--- src/rtl/gpu_vram_burst_responder.sv ---
// gpu_vram_burst_responder
//   Memory-side executor for the GPU segment command stream. Queues RDBURST/WRBURST
//   commands, runs 8-beat x 32-bit bursts on the VRAM port, and keeps read data in a
//   2-bank x 8-word segment buffer that a later WRBURST writes back under a pixel mask.
// Ports
//   i_clk, i_rst                 clock, synchronous active-high reset
//   i_cmdValid/o_cmdAccept       command handshake (accept = FIFO not full)
//   i_cmd/i_cmdAdr/i_cmdBank/i_cmdMask  command code, segment index, buffer bank, pixel mask
//   o_memReq/i_memAck            burst request handshake, o_memWrite/o_memAdr describe it
//   i_memRValid/i_memRData       read beats
//   i_memWReady/o_memWData/o_memBE  write beats
//   o_busy                       FIFO non-empty or burst engine active
//   o_rdDone                     one-cycle pulse after the last read beat is stored
module gpu_vram_burst_responder #(
  parameter int unsigned CMD_DEPTH       = 4,
  parameter logic [2:0]  MEM_CMD_RDBURST = 3'd1,
  parameter logic [2:0]  MEM_CMD_WRBURST = 3'd2
) (
  input  logic        i_clk,
  input  logic        i_rst,
  input  logic        i_cmdValid,
  output logic        o_cmdAccept,
  input  logic [2:0]  i_cmd,
  input  logic [14:0] i_cmdAdr,
  input  logic        i_cmdBank,
  input  logic [15:0] i_cmdMask,
  output logic        o_memReq,
  input  logic        i_memAck,
  output logic        o_memWrite,
  output logic [14:0] o_memAdr,
  input  logic        i_memRValid,
  input  logic [31:0] i_memRData,
  input  logic        i_memWReady,
  output logic [31:0] o_memWData,
  output logic [3:0]  o_memBE,
  output logic        o_busy,
  output logic        o_rdDone
);

  localparam int unsigned PTR_W  = (CMD_DEPTH > 1) ? $clog2(CMD_DEPTH) : 1;
  localparam int unsigned CNT_W  = PTR_W + 1;
  localparam int unsigned ADR_W  = 15;
  localparam int unsigned MASK_W = 16;
  localparam int unsigned DATA_W = 32;
  localparam int unsigned BEAT_W = 3;
  localparam int unsigned NBEAT  = 8;

  typedef struct packed {
    logic [2:0]        cmd;
    logic [ADR_W-1:0]  adr;
    logic              bank;
    logic [MASK_W-1:0] mask;
  } cmd_t;

  typedef enum logic [1:0] {ST_IDLE, ST_REQ, ST_RDATA, ST_WDATA} state_t;

  // Byte enables of one beat: two 16-bit pixels, low pixel in the low half.
  function automatic logic [3:0] beat_be(input logic [MASK_W-1:0] mask,
                                         input logic [BEAT_W-1:0] beat);
    logic [1:0] px;
    px = mask[{beat, 1'b0} +: 2];
    return {px[1], px[1], px[0], px[0]};
  endfunction

  cmd_t              fifo_q [CMD_DEPTH];
  logic [PTR_W-1:0]  wr_ptr_q, rd_ptr_q;
  logic [CNT_W-1:0]  cnt_q;
  logic              full, empty, push, pop, head_runs;
  cmd_t              in_cmd, head;

  state_t            state_q;
  logic [BEAT_W-1:0] beat_q, beat_nxt;
  logic [ADR_W-1:0]  adr_q;
  logic              bank_q;
  logic [MASK_W-1:0] mask_q;
  logic              mem_write_q;
  logic              req_q, rd_done_q;
  logic [DATA_W-1:0] wdata_q;
  logic [3:0]        be_q;

  logic [DATA_W-1:0] seg_q [2][NBEAT];

  // FIFO flags come from the registered count only.
  assign full      = (cnt_q == CNT_W'(CMD_DEPTH));
  assign empty     = (cnt_q == '0);
  assign push      = i_cmdValid && !full;
  assign pop       = (state_q == ST_IDLE) && !empty;
  assign in_cmd    = '{cmd: i_cmd, adr: i_cmdAdr, bank: i_cmdBank, mask: i_cmdMask};
  assign head      = fifo_q[rd_ptr_q];
  // Only real bursts with something to do leave IDLE; the rest are dropped at pop.
  assign head_runs = (head.cmd == MEM_CMD_RDBURST) ||
                     ((head.cmd == MEM_CMD_WRBURST) && (head.mask != '0));
  assign beat_nxt  = beat_q + BEAT_W'(1);

  // Command FIFO storage.
  always_ff @(posedge i_clk) begin
    if (push) begin
      fifo_q[wr_ptr_q] <= in_cmd;
    end
  end

  // Command FIFO pointers and occupancy.
  always_ff @(posedge i_clk) begin
    if (i_rst) begin
      wr_ptr_q <= '0;
      rd_ptr_q <= '0;
      cnt_q    <= '0;
    end else begin
      if (push) wr_ptr_q <= wr_ptr_q + PTR_W'(1);
      if (pop)  rd_ptr_q <= rd_ptr_q + PTR_W'(1);
      cnt_q <= cnt_q + CNT_W'(push) - CNT_W'(pop);
    end
  end

  // Segment buffer: filled by read beats, never cleared.
  always_ff @(posedge i_clk) begin
    if (!i_rst && (state_q == ST_RDATA) && i_memRValid) begin
      seg_q[bank_q][beat_q] <= i_memRData;
    end
  end

  // Burst engine.
  always_ff @(posedge i_clk) begin
    if (i_rst) begin
      state_q     <= ST_IDLE;
      beat_q      <= '0;
      adr_q       <= '0;
      bank_q      <= 1'b0;
      mask_q      <= '0;
      mem_write_q <= 1'b0;
      req_q       <= 1'b0;
      rd_done_q   <= 1'b0;
      wdata_q     <= '0;
      be_q        <= '0;
    end else begin
      rd_done_q <= 1'b0;
      case (state_q)
        ST_IDLE: begin
          if (pop) begin
            adr_q       <= head.adr;
            bank_q      <= head.bank;
            mask_q      <= head.mask;
            mem_write_q <= (head.cmd == MEM_CMD_WRBURST);
            if (head_runs) begin
              state_q <= ST_REQ;
              req_q   <= 1'b1;
            end
          end
        end
        ST_REQ: begin
          if (i_memAck) begin
            req_q  <= 1'b0;
            beat_q <= '0;
            if (mem_write_q) begin
              state_q <= ST_WDATA;
              wdata_q <= seg_q[bank_q][BEAT_W'(0)];
              be_q    <= beat_be(mask_q, BEAT_W'(0));
            end else begin
              state_q <= ST_RDATA;
            end
          end
        end
        ST_RDATA: begin
          if (i_memRValid) begin
            beat_q <= beat_nxt;
            if (beat_q == BEAT_W'(NBEAT - 1)) begin
              state_q   <= ST_IDLE;
              rd_done_q <= 1'b1;
            end
          end
        end
        ST_WDATA: begin
          // Data/BE of the next beat are loaded on the edge that consumes the current one.
          if (i_memWReady) begin
            beat_q <= beat_nxt;
            if (beat_q == BEAT_W'(NBEAT - 1)) begin
              state_q <= ST_IDLE;
              wdata_q <= '0;
              be_q    <= '0;
            end else begin
              wdata_q <= seg_q[bank_q][beat_nxt];
              be_q    <= beat_be(mask_q, beat_nxt);
            end
          end
        end
        default: begin
          state_q <= ST_IDLE;
          req_q   <= 1'b0;
        end
      endcase
    end
  end

  assign o_cmdAccept = !full;
  assign o_memReq    = req_q;
  assign o_memWrite  = mem_write_q;
  assign o_memAdr    = adr_q;
  assign o_memWData  = wdata_q;
  assign o_memBE     = be_q;
  assign o_rdDone    = rd_done_q;
  assign o_busy      = !empty || (state_q != ST_IDLE);

endmodule

--- config.mk ---
export PLATFORM = sky130hd
export DESIGN_NAME = gpu_vram_burst_responder
export DESIGN_NICKNAME = d
export VERILOG_FILES = /design/src/rtl/gpu_vram_burst_responder.sv
export SDC_FILE = /design/constraint.sdc
export NUM_CORES = 1
export LEC_CHECK = 0
export CORE_ASPECT_RATIO = 0.9
export CORE_MARGIN = 3
export CORE_UTILIZATION = 46
export CTS_CLUSTER_SIZE = 16
export DETAILED_ROUTE_END_ITERATION = 10
export DONT_BUFFER_PORTS = 1
export HOLD_SLACK_MARGIN = 0.05
export PLACE_DENSITY = 0.66
export SYNTH_ARGS = -nofsm -noshare
export SYNTH_HDL_FRONTEND = slang
export SYNTH_SLANG_ARGS = --single-unit
--- constraint.sdc ---
create_clock -name i_clk -period 6.3 [get_ports i_clk]
set_input_delay 0.315 -clock i_clk [delete_from_list [all_inputs] [get_ports i_clk]]
set_output_delay 0.315 -clock i_clk [all_outputs]
set_load 0.05 [all_outputs]
==> results.cfg, run 1 <==
[min_path]
hold_end = o_rdDone
hold_depth = 2
hold_class = in2reg
hold_start = i_memRValid

[grt]
overflow = 0
grt_start_max_net_pins = 83
grt_first_pass_wirelength_um = 92100
groute.usage.overall_pct = 19.4
first_global_vias = 14300
antenna_found_initial = 6

[final_layout]
layout_commonest_cell = edfxtp_1
drive_gt1_share_pct = 23.1
nNetsFinal = 1577
layout_common_cells = edfxtp_1, mux4_2, dfxtp_1, nor2_1, nand2_1
fillers = 4512
syn2layout_area_growth_pct = 14.6

[power]
leakagePower_nw = 9.97
powerDensity_mw_per_mm2 = 394
ir_worst_vdd_v = 0.000230

[routing]
vias_per_cell = 5.84
vias = 13700
wl_met1_um = 25800
met2_length_um = 30400
ant_nets = 0
drcViolationCount = 0
dr.pass1.iters = 4
initialDrtViolationCount = 1188
wire_per_inst_um = 26.1
route.met3.wl_um = 3740
postRouteWirelength_um = 61100
highest-signal-layer = met5

[clock_tree]
cts_buffers = 74
htree_levels = 3
cts_sinks = 736
post_cts_buffers = 0
clock-root-buffer = clkbuf_16
worstSkewPairLatency_ps = 610
cts_tree = done
clk_path_buf_depth = 3
clk_pin_slew_ps = 60

[logic_synthesis]
synth_area_per_cell_sq_um = 20.1
synth-adder-area-share_pct = 0.425
synthDistinctLibCells = 38
yosys.area_share.simple_pct = 3.04
synthTopCellsByArea = edfxtp_1, mux4_2, dfxtp_1
syn-cell-area_sq_mm = 0.0283
synth_compound_gate_area_share_pct = 2.41
synth_top_family_by_area = multiplexers
synth.area.mux_share_pct = 17.0
synthCells = 1404
synth_xor_area_share_pct = 0.155
yosys.area.top_type_share_pct = 69.3
ys_ff_latch = 736
ys_warn_count = 0
syn-num-nets = 1486
synth-seq-area-share_pct = 75.3
synth_top_area_cell = edfxtp_1

[worst_setup_path]
cp_num_buf_inv = 1
worstSetupPathType = reg2reg
reg2reg_to = o_memWData[24]
worstPathCellList = ha_4 > buf_12 > mux4_2 > mux4_2 > a21oi_1 > a211oi_1
reg2regPathDepth = 6
path_common_cell = mux4_2
slowest_delay_ps = 740
crit_family = multiplexers
slowest_stage = ha_4
r2r_setup_slack_ps = 3070
crit_path_max_fanout = 64
cp.required_ps = 6740
worst_setup_path_start_kind = register
critical_path.endpoint_type = register
cp_data_arrival_time_ps = 3680
r2r_start = beat_q[0]

[timing]
clock_skew_ps = 14.8
layout_worst_path_cycle_share_pct = 51.3
slew_viol_final = 0
rsz0062_at_grt = no
finalHoldViolCount = 0
setup_tns_ps = 0
timing.slew.headroom_pct = 24.1
fmax_mhz = 309
tightestPinTransition_ps = 1140
setup_viol = 0
hold_slack_ps = 126
period_needed_ps = 3230

[floorplan]
core_sq_mm = 0.0603
dieArea_sq_mm = 0.0644
die_x_um = 267
initial_core_util_pct = 46.9
die_h_um = 241
core.rowCount = 85
num_io_pins = 129

[placed_design]
port_buffers = 0
hpwl_um = 31900
gp_congestion = 0.710

[job]
maxCapViolCount = 0

[status]
status = completed
==> worst register-to-register path, cell delays in order, from the launching register on <==
cell,delay (ps)
dfxtp_4,710
ha_4,740
buf_12,430
mux4_2,480
mux4_2,470
a21oi_1,160
a211oi_1,90
==> where the power goes <==
part | internal [W] | switching, W
clock | 0.00257 | 0.00183
combinational | 0.00118 | 0.00116
sequential | 0.00557 | 0.000432
==> worst max path at each step <==
| stage | from | endpoint | slack [ps] | depth (start not counted) |
|---|---|---|---|---|
| 2_1_floorplan | state_q[1] | seg_q[0][224] | 2390 | 5 |
| 3_3_place_gp | beat_q[0] | o_memWData[21] | 3070 | 6 |
| 3_5_place_dp | beat_q[0] | o_memWData[23] | 3030 | 6 |
| 4_1_cts | beat_q[0] | o_memWData[24] | 3030 | 6 |
| 5_1_grt | register | o_memWData[24] | 2850 | 5 |
| 6_report | beat_q[0] | o_memWData[24] | 3070 | 6 |
==> cells in the mapped netlist <==
cell type  instances
a221oi_1           1
a21boi_1           1
a211oi_1          34
and2_1             6
dfxtp_1           84
fa_1               1
inv_2              1
nor3_1             6
a22oi_1            4
clkbuf_1          49
nand2b_1           6
buf_2             18
edfxtp_1         652
nand3_1            1
a31oi_1            1
a21oi_1           69
xnor2_1            4
o21ai_0            2
inv_1              7
nand2_1           77
ha_1               8
nor3b_1            3
buf_6             10
nor2_1            90
buf_4              6
o221a_1            1
and3_1             4
nand3b_1           1
nor4_1             4
nor2b_1            4
o21a_1             1
nand4_1            1
mux2i_1           49
mux2_2             2
nor4bb_1           1
xor2_1             1
buf_1              3
mux4_2           191
==> stage by stage <==
| step | total power [W] | std cells | area [sq um] | worst slack (ps) | util, % |
|---|---|---|---|---|---|
| global route | 0.0133 | 2342 | 32400 | 2850 | 53.7 |
| finish | 0.0127 | 2343 | 32400 | 3070 | 53.7 |
| detailed placement | 0.00839 | 2132 | 29200 | 3030 | 48.4 |
| floorplan | 0.00793 | 1404 | 28300 | 2390 | - |
| global placement | 0.00834 | 2132 | 29200 | 3070 | 48.4 |
| CTS | 0.0129 | 2340 | 32400 | 3030 | 53.7 |
==> final cells by class <==
class | instances | area, sq um | area share [%]
timing repair buffer | 101 | 976 | 3.01
multi-input combinational | 574 | 6660 | 20.6
tap | 783 | 980 | 3.03
clock inverter | 40 | 448 | 1.38
antenna | 3 | 7.51 | 0.0232
inverter | 8 | 30.0 | 0.0927
sequential | 736 | 21300 | 65.7
clock buffer | 98 | 2010 | 6.21
==> cell families (layout without fill, tap and decap cells) <==
| logic type | Yosys count | in the layout |
|---|---|---|
| AOI/OAI and AO/OA | 114 | 114 |
| xor gates and xnor gates | 5 | 5 |
| adders and majority gates | 9 | 9 |
| buffers and inverters | 94 | 247 |
| DFF | 736 | 736 |
| muxes | 242 | 242 |
| other | 0 | 3 |
| and+or+nand+nor | 204 | 204 |
==> metal layers <==
metal	track usage, %	vias up
met3	4.61	86
li1	-	5880
met4	5.07	6
met1	26.8	7327
met2	31.6	380
met5	0	-
==> registers in the layout, summed over array words and instances, names as in the netlist, 2 cells and up, named ones only <==
register and count:
rd_ptr_q 2, o_memWData 32, cnt_q 3, mask_q 16, state_q 2, o_memAdr 15, wr_ptr_q 2, o_memBE 2
seg_q 512, fifo_q 140, beat_q 3
==> what timing repair did <==
item                      4_1_cts  5_1_grt
gates resized for setup         0        0
hold buffers                   70        0
hold endpoints to repair      736        0
No activity file was read; power rests on OpenSTA's default activity.
==> run 2, diff against run 1 <==
==> constraint.sdc (replaced) <==
create_clock -name i_clk -period 3.05 [get_ports i_clk]
set_input_delay 0.1525 -clock i_clk [delete_from_list [all_inputs] [get_ports i_clk]]
set_output_delay 0.1525 -clock i_clk [all_outputs]
set_load 0.05 [all_outputs]
==> run 2 against run 1 <==
Net effect:
- maximum frequency up 25%
- core utilization up 0.84 points
- register-to-register slack worse by 2600 ps
- setup slack worse by 2600 ps
- critical endpoint is now o_memWData[6]
- critical path type unchanged
- sequential power up 110%
- critical path depth unchanged
==> results.cfg, run 2 (same netlist as run 1, synthesis figures left out) <==
[worst_setup_path]
critical_path.endpoint_type = register
worstSetupPathType = reg2reg
cp_num_buf_inv = 1
cp_data_arrival_time_ps = 3020
crit_family = multiplexers
crit_path_max_fanout = 33
cp.required_ps = 3500
worstPathCellList = ha_4 > buf_12 > mux4_2 > mux4_2 > a21oi_1 > a211oi_1
worst_setup_path_start_kind = register
path_common_cell = mux4_2
slowest_stage = ha_4
slowest_delay_ps = 580

[power]
comb_power_share_pct = 19.7
internal-power_w = 0.0192
switchingPower_w = 0.00716
powerDensity_mw_per_mm2 = 801
swShare_pct = 27.2
ir_worst_vdd_v = 0.000481
p_clk_share_pct = 33.7
leakagePower_nw = 10.2
sequentialPowerShare_pct = 46.5

[placed_design]
place_area_sq_mm = 0.0297
preCtsSetupSlack_ps = 440
gp_congestion = 0.722
port_buffers = 0
hpwl_um = 33800

[routing]
dr.pass1.iters = 5
postRouteWirelength_um = 62100
vias = 13900
drcViolationCount = 0
initialDrtViolationCount = 1056
vias_per_cell = 5.85
ant_nets = 0
wire_per_inst_um = 26.2

[final_layout]
layout_commonest_cell = edfxtp_1
largest_reg_flops = 512
largest-register = seg_q
layout_common_cells = edfxtp_1, mux4_2, dfxtp_1, nor2_1, nand2_1
drive_gt1_share_pct = 24.5
seq_area_sq_mm = 0.0213
nNetsFinal = 1609
fillers = 4465
multi_input_area_sq_mm = 0.00668
design_area_sq_mm = 0.0329
syn2layout_area_growth_pct = 16.4

[grt]
overflow = 0
grt_start_max_net_pins = 83
grt_first_pass_wirelength_um = 92900
grtUsageMet3_pct = 4.74
antenna_found_initial = 6
grt_use_met2_pct = 31.9
use_met1_pct = 26.9
groute.usage.overall_pct = 19.7
first_global_vias = 14400
busiest_layer = met2

[clock_tree]
clock-root-buffer = clkbuf_16
worstSkewPairLatency_ps = 620
post_cts_buffers = 0
clk_path_buf_depth = 3
htree_levels = 3
cts_sinks = 736
clk_pin_slew_ps = 60
cts_buffers = 74
cts_tree = done

[floorplan]
dieArea_sq_mm = 0.0644
die_h_um = 241
core_sq_mm = 0.0603
die_x_um = 267
num_io_pins = 129
core.rowCount = 85
initial_core_util_pct = 46.9

[timing]
layout_worst_path_cycle_share_pct = 84.5
timing.slew.headroom_pct = 37.4
worst_slack_ps = 472
fmax_mhz = 388
period_needed_ps = 2580
finalHoldViolCount = 0
setup_viol = 0
rsz0062_at_grt = no
tightestPinTransition_ps = 939
clock_skew_ps = 38.9
slew_viol_final = 0

[min_path]
hold_class = in2reg

[job]
maxCapViolCount = 0

[status]
status = completed
==> run 2: metrics by stage <==
stage               TNS, ps  hold slack, ps  util (%)  instances  total power [W]
floorplan              -504             251         -       1404           0.0164
global placement          0             229      49.3       2161           0.0175
detailed placement        0             235      49.3       2161           0.0176
CTS                       0            55.0      54.5       2372           0.0267
global route              0             102      54.5       2372           0.0275
finish                    0            90.9      54.5       2373           0.0264
==> run 2: path summary, 6_finish.rpt <==
kind                   from            end  slack, ps  cells past startpoint
setup / recovery  beat_q[1]  o_memWData[6]        470                      6
hold / removal     i_memAck      beat_q[0]         90                      5
setup reg to reg  beat_q[1]  o_memWData[6]        470                      6
hold reg to reg   mask_q[8]      mask_q[8]        460                      2
==> run 2: per-layer routing <==
layer / vias up / part of all wire (%)
met3: 106 / 7.2
li1: 5961 / -
met1: 7354 / 42
met2: 442 / 49
met4: 10 / 2.2
met5: - / 0.090
==> run 2: timing repair <==
action,in CTS,in global routing
hold buffers,73,0
gates resized for setup,0,0
endpoints found under the hold margin,736,0
==> run 2: layout make-up <==
type / count / share of cell area, %
antenna: 1 / 0.00761
clock buffer: 92 / 5.96
clock inverter: 46 / 1.33
inverter: 8 / 0.0913
multi-input combinational: 574 / 20.3
sequential: 736 / 64.7
tap: 783 / 2.98
timing repair buffer: 133 / 4.63
==> run 2: tightest hold or removal path, delay by kind of cell <==
kind | cells | cell delay [ps]
AO/OA/AOI/OAI | 2 | 280
AND/OR/NAND/NOR | 2 | 130
multiplexers | 1 | 100
==> run 2: power groups by stage <==
stage	Clock (W)	Sequential, W	Combinational [W]
6_report	0.00888	0.0123	0.00520
5_1_grt	0.00949	0.0123	0.00567
4_1_cts	0.00910	0.0123	0.00530
3_5_place_dp	0	0.0125	0.00506
3_3_place_gp	0	0.0125	0.00500
2_1_floorplan	0	0.0123	0.00413
